<file path="config.mk">
export PLATFORM = sky130hd
export DESIGN_NAME = uart_tx_stream
export DESIGN_NICKNAME = d
export VERILOG_FILES = /design/src/rtl/uart_tx_stream.sv
export SDC_FILE = /design/constraint.sdc
export NUM_CORES = 1
export LEC_CHECK = 0
export ABC_AREA = 1
export CORE_ASPECT_RATIO = 1.4
export CORE_MARGIN = 1.5
export CORE_UTILIZATION = 30
export DETAILED_ROUTE_END_ITERATION = 12
export PLACE_DENSITY_LB_ADDON = 0.3
export SETUP_SLACK_MARGIN = 0.3
export SLEW_MARGIN = 20
export SYNTH_ARGS = -nofsm -noshare
export SYNTH_HDL_FRONTEND = slang
export SYNTH_SLANG_ARGS = --single-unit
export TNS_END_PERCENT = 20
</file>
<file path="constraint.sdc">
create_clock -name uart_clock -period 5.6 [get_ports uart_clock]
set_input_delay 1.12 -clock uart_clock [delete_from_list [all_inputs] [get_ports uart_clock]]
set_output_delay 1.12 -clock uart_clock [all_outputs]
set_load 0.01 [all_outputs]
</file>
<file path="src/rtl/uart_tx_stream.sv">
// rtl/uart_tx_stream.sv - FIFO-buffered UART transmitter with parity, stop-bit options and back-to-back frames
module uart_tx_stream #(
  parameter int CLOCK_FREQ  = 50000000,
  parameter int BAUD_RATE   = 4000000,
  parameter int DATA_BITS   = 8,
  parameter int PARITY_MODE = 0,
  parameter int STOP_BITS   = 1,
  parameter int FIFO_DEPTH  = 8
) (
  input  logic                          uart_clock,
  input  logic                          uart_reset,
  input  logic                          uart_tx_enable,
  input  logic                          uart_tx_valid,
  input  logic [DATA_BITS-1:0]          uart_tx_data,
  output logic                          uart_tx_ready,
  output logic                          uart_d_out,
  output logic                          uart_busy,
  output logic                          uart_tx_done,
  output logic [$clog2(FIFO_DEPTH):0]   uart_fifo_level
);

  localparam int DIVISOR = CLOCK_FREQ / BAUD_RATE;
  localparam int CNT_W   = $clog2(DIVISOR);
  localparam int PTR_W   = $clog2(FIFO_DEPTH);
  localparam int LVL_W   = PTR_W + 1;
  localparam logic [CNT_W-1:0] CNT_MAX   = CNT_W'(DIVISOR - 1);
  localparam logic [3:0]       DATA_LAST = 4'(DATA_BITS - 1);
  localparam logic [3:0]       STOP_LAST = 4'(STOP_BITS - 1);
  localparam logic [LVL_W-1:0] LVL_FULL  = LVL_W'(FIFO_DEPTH);
  localparam logic             PAR_ODD   = 1'(PARITY_MODE == 1);

  typedef enum logic [2:0] {S_IDLE, S_START, S_DATA, S_PARITY, S_STOP} state_t;

  logic [DATA_BITS-1:0] mem_q [FIFO_DEPTH];
  logic [PTR_W-1:0]     wr_ptr_q, rd_ptr_q;
  logic [LVL_W-1:0]     level_q, level_d;
  logic                 push, pop, can_pop;
  logic [DATA_BITS-1:0] fifo_head;

  state_t               state_q, state_d;
  logic [CNT_W-1:0]     cnt_q, cnt_d;
  logic [3:0]           bit_q, bit_d;
  logic [DATA_BITS-1:0] shift_q, shift_d;
  logic                 parity_q, parity_d;
  logic                 d_out_q, line_d;
  logic                 bit_end;

  assign uart_tx_ready   = (level_q != LVL_FULL);
  assign uart_fifo_level = level_q;
  assign push            = uart_tx_valid && uart_tx_ready;
  assign can_pop         = uart_tx_enable && (level_q != '0);
  assign fifo_head       = mem_q[rd_ptr_q];

  always_comb begin
    level_d = level_q;
    case ({push, pop})
      2'b10:   level_d = level_q + 1'b1;
      2'b01:   level_d = level_q - 1'b1;
      default: level_d = level_q;
    endcase
  end

  // Storage is not reset; pointers and level define which entries are live.
  always_ff @(posedge uart_clock) begin
    if (push) mem_q[wr_ptr_q] <= uart_tx_data;
  end

  always_ff @(posedge uart_clock) begin
    if (!uart_reset) begin
      wr_ptr_q <= '0;
      rd_ptr_q <= '0;
      level_q  <= '0;
    end else begin
      if (push) wr_ptr_q <= wr_ptr_q + 1'b1;
      if (pop)  rd_ptr_q <= rd_ptr_q + 1'b1;
      level_q <= level_d;
    end
  end

  assign bit_end      = (cnt_q == CNT_MAX);
  assign uart_busy    = (state_q != S_IDLE);
  assign uart_tx_done = (state_q == S_STOP) && bit_end && (bit_q == STOP_LAST);
  assign uart_d_out   = d_out_q;

  // line_d is the level the line takes after this edge, so the output is registered.
  always_comb begin
    state_d  = state_q;
    cnt_d    = bit_end ? '0 : cnt_q + 1'b1;
    bit_d    = bit_q;
    shift_d  = shift_q;
    parity_d = parity_q;
    line_d   = d_out_q;
    pop      = 1'b0;
    case (state_q)
      S_IDLE: begin
        cnt_d  = '0;
        bit_d  = '0;
        line_d = 1'b1;
        if (can_pop) begin
          pop     = 1'b1;
          state_d = S_START;
          line_d  = 1'b0;
        end
      end
      S_START: begin
        if (bit_end) begin
          state_d = S_DATA;
          bit_d   = '0;
          line_d  = shift_q[0];
        end
      end
      S_DATA: begin
        if (bit_end) begin
          if (bit_q == DATA_LAST) begin
            bit_d = '0;
            if (PARITY_MODE != 0) begin
              state_d = S_PARITY;
              line_d  = parity_q;
            end else begin
              state_d = S_STOP;
              line_d  = 1'b1;
            end
          end else begin
            bit_d   = bit_q + 1'b1;
            shift_d = {1'b0, shift_q[DATA_BITS-1:1]};
            line_d  = shift_q[1];
          end
        end
      end
      S_PARITY: begin
        if (bit_end) begin
          state_d = S_STOP;
          bit_d   = '0;
          line_d  = 1'b1;
        end
      end
      S_STOP: begin
        if (bit_end) begin
          if (bit_q == STOP_LAST) begin
            bit_d = '0;
            if (can_pop) begin
              pop     = 1'b1;
              state_d = S_START;
              line_d  = 1'b0;
            end else begin
              state_d = S_IDLE;
              line_d  = 1'b1;
            end
          end else begin
            bit_d = bit_q + 1'b1;
          end
        end
      end
      default: begin
        state_d = S_IDLE;
        line_d  = 1'b1;
      end
    endcase
    if (pop) begin
      shift_d  = fifo_head;
      parity_d = (^fifo_head) ^ PAR_ODD;
    end
  end

  always_ff @(posedge uart_clock) begin
    if (!uart_reset) begin
      state_q  <= S_IDLE;
      cnt_q    <= '0;
      bit_q    <= '0;
      shift_q  <= '0;
      parity_q <= 1'b0;
      d_out_q  <= 1'b1;
    end else begin
      state_q  <= state_d;
      cnt_q    <= cnt_d;
      bit_q    <= bit_d;
      shift_q  <= shift_d;
      parity_q <= parity_d;
      d_out_q  <= line_d;
    end
  end

endmodule

</file>
==> results.md, run 1 <==
- Top sig layer: met4
- Min Tclk post-route: ~3.3 ns
- CTS-repair resized insts: 0
- Clock sinks: 97
- Initial antenna violation count: 0
- Sequential share of the synthesized area: 0.581
- I/O pin count: 20
- Setup crit end kind: register
- Final hold vios: 0
- CTS tree: yes
- Post-route cell area: between 5000 and 6000 um2
- Skew-Pair Late Insertion Delay: 0.35 ns
- Setup Fix Bufs, Post-CTS: 0
- Mapped Nets: 514
- Pwr/cell area: between 400 and 500 nW/um2
- Routed wl met3: 306 um
- Lkg Pwr: 2.22 nW
- Worst EP arrival: around 3.5 ns
- Skew final: 0.00712 ns
- Share of cells above drive strength 1: 0.0874
- Pin count of the biggest net entering global routing: 34
- Yosys reg bits: just under 100
- Slew HR: 0.335
- Crit Path Class: primary input to register
- Most numerous cell in the Yosys netlist: nand2_1
- Status: completed
- Area leader, netlist: edfxtp_1
- Final #Nets: 530
- Fmax: 0.305 GHz
- GRT Total Usage: 0.125
- RSZ-0062 raised after global routing: no
- HPWL Detailed: approximately 6000 um
- EDFF count, synth: 64
- P&R area growth vs syn: 16.0%
- CTS buffer count: 9
- IO buf count: 19
- Gp weighted congestion: around 0.8
- Synth cell count leaders: 155 x nand2_1, 65 x inv_1, 64 x edfxtp_1
- Maximum vdd ir drop: between 0.00015 and 0.0002 V
- Critical-path maximum fanout: 12
- DRT antenna net count: 0
- CTS root buffer: clkbuf_16
- Met1 WL: ~4000 um
- Top FF cell, synth: edfxtp_1
- Final setup fails: 0
- Mapped cell area: roughly 4400 um2
- Routed wl met2: ~4600 um
- Die Wd: between 100 and 150 um
- Synth top area share: 0.432
- Drc violations: 0
- Hold Path Class: register to register
- Clock-pin slew on the worst setup and hold paths: about 0.070 ns
- First-pass GRT wire length: 15,100 um
- Drt wl/cell: between 10 and 15 um
- Largest delay contributor family on the critical path: compound AO/OA/AOI/OAI gates
- Mapped Cells: between 400 and 500
- Drt total wl: about 9100 um
- Critical path's largest stage delay: 0.55 ns
- CP Launch Type: primary input
- Row count: 52
- Max-capacitance violation count: 0
- Warnings from Yosys: 0
- Period utilization: 0.585
- Pins over their slew limit: 0
- Die Area: 15,600 um2
- Die H: between 100 and 150 um
- Vias in the first global route: about 3,100
- Tightest Pin Transition: around 1 ns
- Max clock buf depth: 2
- Via count: 3,098
- Synth Area per Inst: 9.00 um2
- GRT overflow: 0
- Top post-synthesis cells by area: edfxtp_1 43%, dfxtp_1 15%, nand2_1 13%
- Placed Area: 4790 um2
- Critical path's slowest cell: a21oi_2
- Hold buffer count at cts: 0
- Final setup TNS: 0 ns
- CP Cell Sequence: clkdlybuf4s50_1, nand3_1, a21oi_2, ha_1, xor2_1, ha_1, a21oi_1, xnor2_1, o21ai_0, inv_1
- Post-DR vias/cell: about 4.4
- Synth cell types: 28
- ANT cells: 0
- DRT iter0 DRCs: approximately 130
- Most frequent cell on the critical path: ha_1
- Initial Utilization: 0.308
- Worst path bufs/invs: 2
- Htree depth: 3
- Worst endpoint required time: around 5.8 ns
- Asr flop ratio synth: 0
- Area of the core: roughly 14,000 um2
- Drt pass-1 iters: 4
-- registers in the layout (all words and copies together), names as in the netlist, named ones only --
| name | count |
|---|---|
| cnt_q | 4 |
| uart_d_out | 1 |
| mem_q | 64 |
| uart_fifo_level | 4 |
| shift_q | 8 |
| rd_ptr_q | 3 |
| wr_ptr_q | 3 |
| bit_q | 4 |
| state_q | 3 |
-- cell families (layout without fill, tap and decap cells) --
group	count (synthesis)	count (layout)	share of synthesized area
xor+xnor	7	7	0.0138
simple gates	260	260	0.256
compound gates	39	39	0.0487
flops	97	97	0.581
buf+inv	83	104	0.0780
fa+ha+maj	8	8	0.0225
-- per-layer routing --
metal,vias up,GRT usage
li1,1608,-
met1,1418,0.149
met2,58,0.222
met3,14,0.0244
met4,0,0.0466
met5,-,0
-- cell usage in the layout (no fill, tap or decap), types with 3 or more instances in the layout --
master             n
nand2_2            8
nor2_1            36
nand2_1          155
bufinv_16          4
edfxtp_1          64
clkbuf_16          9
nor2_2             4
dfxtp_1           33
a21oi_1           15
nand3_1           44
nand3_2            6
inv_1             65
clkdlybuf4s50_1   19
ha_1               8
o21ai_0           18
a21oi_2            3
xor2_1             5
-- path summary, 6_finish.rpt --
path	startpoint	to	slack, ns	cells after the start
max	uart_tx_enable	uart_fifo_level[2]	2.33	10
min reg2reg	cnt_q[0]	cnt_q[0]	0.45	1
min	cnt_q[0]	cnt_q[0]	0.45	1
max reg2reg	cnt_q[0]	uart_fifo_level[2]	2.75	12
-- stage by stage --
step | utilization | instances | hold WS, ns | setup WS, ns | total power, W
after floorplan | - | 494 | 0.418 | 3.03 | 0.00146
final | 0.357 | 704 | 0.453 | 2.33 | 0.00237
after detailed placement | 0.331 | 688 | 0.446 | 1.93 | 0.00164
after global placement | 0.331 | 688 | 0.431 | 2.09 | 0.00162
after CTS | 0.357 | 704 | 0.458 | 2.29 | 0.00239
after global routing | 0.357 | 704 | 0.484 | 2.16 | 0.00253
-- area by class of cell --
cell class / instances / area, um2
fill: 1490 / 9290
multi-input combinational: 314 / 1520
sequential: 97 / 2580
timing repair buffer: 20 / 198
inverter: 68 / 255
clock buffer: 9 / 225
tap: 189 / 236
clock inverter: 7 / 141
-- power breakdown --
part / leakage, nW / switching, W / internal [W]
logic: 1.19 / 0.000452 / 0.000249
registers: 0.851 / 0.0000761 / 0.000846
clock network: 0.178 / 0.000265 / 0.000482
total: 2.22 / 0.000794 / 0.00158
Note: power is estimated with default switching activity, not from simulation.
==> inputs of run 2 (changes only) <==
- clock period: 5.6 -> 2.75 ns (I/O delays scaled with it)
==> run 2 against run 1 <==
Net effect:
- clock skew is 0.0015 ns lower
- clock-buffer cell count is 1 higher
- critical path depth down 4
- power rose by 99%
- final area rose by 1.3%
- worst setup slack got worse by 1.9 ns
- largest power group unchanged
- highest routed layer unchanged
==> results.md, run 2 (synthesis gave the netlist of run 1 again) <==
- Status: completed (unchanged)
- Min Tclk post-route: approximately 2.3 ns
- Critical-path maximum fanout: 5 (was 12)
- Final setup fails: 0 (unchanged)
- Pins over their slew limit: 0 (unchanged)
- Die Wd: 106 um (unchanged)
- Vias in the first global route: 3,007 (was 3,096)
- Lkg Pwr: 2.25 nW (was 2.22 nW)
- Max FFs per register: 64 (unchanged)
- CTS tree: yes (unchanged)
- Most frequent cells in the layout: 155 x nand2_1, 65 x inv_1, 64 x edfxtp_1, 44 x nand3_1, 35 x nor2_1 (was 155 x nand2_1, 65 x inv_1, 64 x edfxtp_1, 44 x nand3_1, 36 x nor2_1)
- P&R area growth vs syn: 17.5% (was 16.0%)
- Setup crit end kind: output pin (was register)
- First-pass GRT wire length: 15,100 um (about the same)
- Pwr/cell area: 905 nW/um2 (was 460 nW/um2)
- Row count: 52 (unchanged)
- I/O pin count: 20 (unchanged)
- Critical path's slowest cell: clkdlybuf4s50_1 (was a21oi_2)
- Largest regs: mem_q (64), shift_q (8) (unchanged)
- Slew HR: 0.568 (was 0.335)
- DRT antenna net count: 0 (unchanged)
- CTS root buffer: clkbuf_16 (unchanged)
- Die H: 147 um (unchanged)
- Die Area: 15,600 um2 (unchanged)
- Drt wl/cell: 12.9 um (about the same)
- Final core occ: 0.361 (was 0.357)
- Share of cells above drive strength 1: 0.108 (was 0.0874)
- CP Cell Sequence: ha_4, nand3_4, nor2_2, nand2_2, inv_1, clkdlybuf4s50_1 (was clkdlybuf4s50_1, nand3_1, a21oi_2, ha_1, xor2_1, ha_1, a21oi_1, xnor2_1, o21ai_0, inv_1)
- Gp weighted congestion: 0.787 (was 0.801)
- IO buf count: 19 (unchanged)
- Worst EP arrival: 1.78 ns (was 3.51 ns)
- Maximum vdd ir drop: 0.000373 V (was 0.000190 V)
- GRT Total Usage: 0.127 (was 0.125)
- Worst endpoint required time: 2.20 ns (was 5.84 ns)
- Initial Utilization: 0.308 (unchanged)
- RSZ-0062 raised after global routing: no (unchanged)
- ANT cells: 0 (unchanged)
- Drt total wl: 9210 um (was 9090 um)
- Hold Path Class: register to register (unchanged)
- Max-capacitance violation count: 0 (unchanged)
- Commonest non-fill, non-tap cell in the layout: nand2_1 (unchanged)
- Final #Nets: 541 (was 530)
- Max clock buf depth: 2 (unchanged)
- Fmax: 0.428 GHz
- Clock-pin slew on the worst setup and hold paths: 0.06 ns (was 0.07 ns)
- Final setup TNS: 0 ns (unchanged)
- Hold buffer count at cts: 0 (unchanged)
- Drc violations: 0 (unchanged)
- DRT iter0 DRCs: 184 (was 129)
- HPWL Detailed: 5890 um (was 5950 um)
- GRT overflow: 0 (unchanged)
- Crit Path Class: register to output pin (was primary input to register)
- Area of the core: 14,400 um2 (unchanged)
- Period utilization: 0.849
- Htree depth: 3 (unchanged)
- Final hold vios: 0 (unchanged)
- Skew final: 0.00560 ns (was 0.00712 ns)
- CTS buffer count: 9 (unchanged)
- Critical path's largest stage delay: 0.52 ns (was 0.55 ns)
- Post-DR vias/cell: 4.40 (about the same)
- Initial antenna violation count: 0 (unchanged)
- Tightest Pin Transition: 0.647 ns (was 0.994 ns)
- Skew-Pair Late Insertion Delay: 0.33 ns (was 0.35 ns)
- Pin count of the biggest net entering global routing: 33 (was 34)
- CP Launch Type: register (was primary input)
- Drt pass-1 iters: 4 (unchanged)
- Biggest register: mem_q (unchanged)
- Clock sinks: 97 (unchanged)
- Via count: 3,148 (was 3,098)
- FILL cells: 1,482 (was 1,490)
run 2: cell type report:
| class | count | area [um2] | area share |
|---|---|---|---|
| repair buffers | 31 | 280 | 0.0537 |
| clock buffers | 10 | 229 | 0.0439 |
| multi-input cells | 314 | 1530 | 0.293 |
| well taps | 189 | 236 | 0.0453 |
| inverters | 68 | 255 | 0.0489 |
| flip-flops and latches | 97 | 2580 | 0.495 |
| clock inverters | 6 | 106 | 0.0204 |
run 2: metrics by stage:
step / area, um2 / cells / setup WS, ns / hold WS [ns] / power, W
final: 5220 / 715 / 0.415 / 0.476 / 0.00472
after global routing: 5220 / 715 / 0.311 / 0.501 / 0.00505
after CTS: 5200 / 715 / 0.343 / 0.455 / 0.00477
after detailed placement: 4870 / 699 / 0.199 / 0.445 / 0.00336
after global placement: 4870 / 699 / 0.262 / 0.432 / 0.00333
after floorplan: 4440 / 494 / 0.542 / 0.418 / 0.00297
run 2: report_power, final:
group | internal, W | switching [W] | leakage, nW | total, W
Combinational | 0.000534 | 0.000955 | 1.24 | 0.00149
Clock | 0.000884 | 0.000505 | 0.160 | 0.00139
Sequential | 0.00172 | 0.000124 | 0.851 | 0.00185
run 2: per-layer routing:
layer / global-route usage / part of all wire / vias to the layer above / routed length (um)
met5: 0 / 0 / - / 0
met4: 0.0426 / 0.011 / 0 / 105
met3: 0.0235 / 0.030 / 6 / 276
met2: 0.224 / 0.51 / 41 / 4690
met1: 0.153 / 0.45 / 1470 / 4140
li1: - / - / 1631 / -
run 2: path summary, 6_finish.rpt:
kind / startpoint / end / slack [ns] / cells past startpoint
worst max-delay path: cnt_q[0] / uart_tx_done / 0.42 / 6
worst min-delay path: uart_d_out / uart_d_out / 0.48 / 2
worst max register to register: cnt_q[0] / uart_fifo_level[2] / 0.50 / 12
worst min register to register: uart_d_out / uart_d_out / 0.48 / 2
run 2: worst max-delay path, delay by kind of cell, from the launching register on:
family / cells / cell delay (ns)
adder cells (fa/ha/maj): 1 / 0.17
AND/OR/NAND/NOR: 3 / 0.31
flip-flops: 1 / 0.39
buffers and inverters: 2 / 0.58
run 2: what timing repair did:
action	4_1_cts	5_1_grt
setup buffers	0	0
endpoints found under the setup margin	0	2
resized for setup	0	3
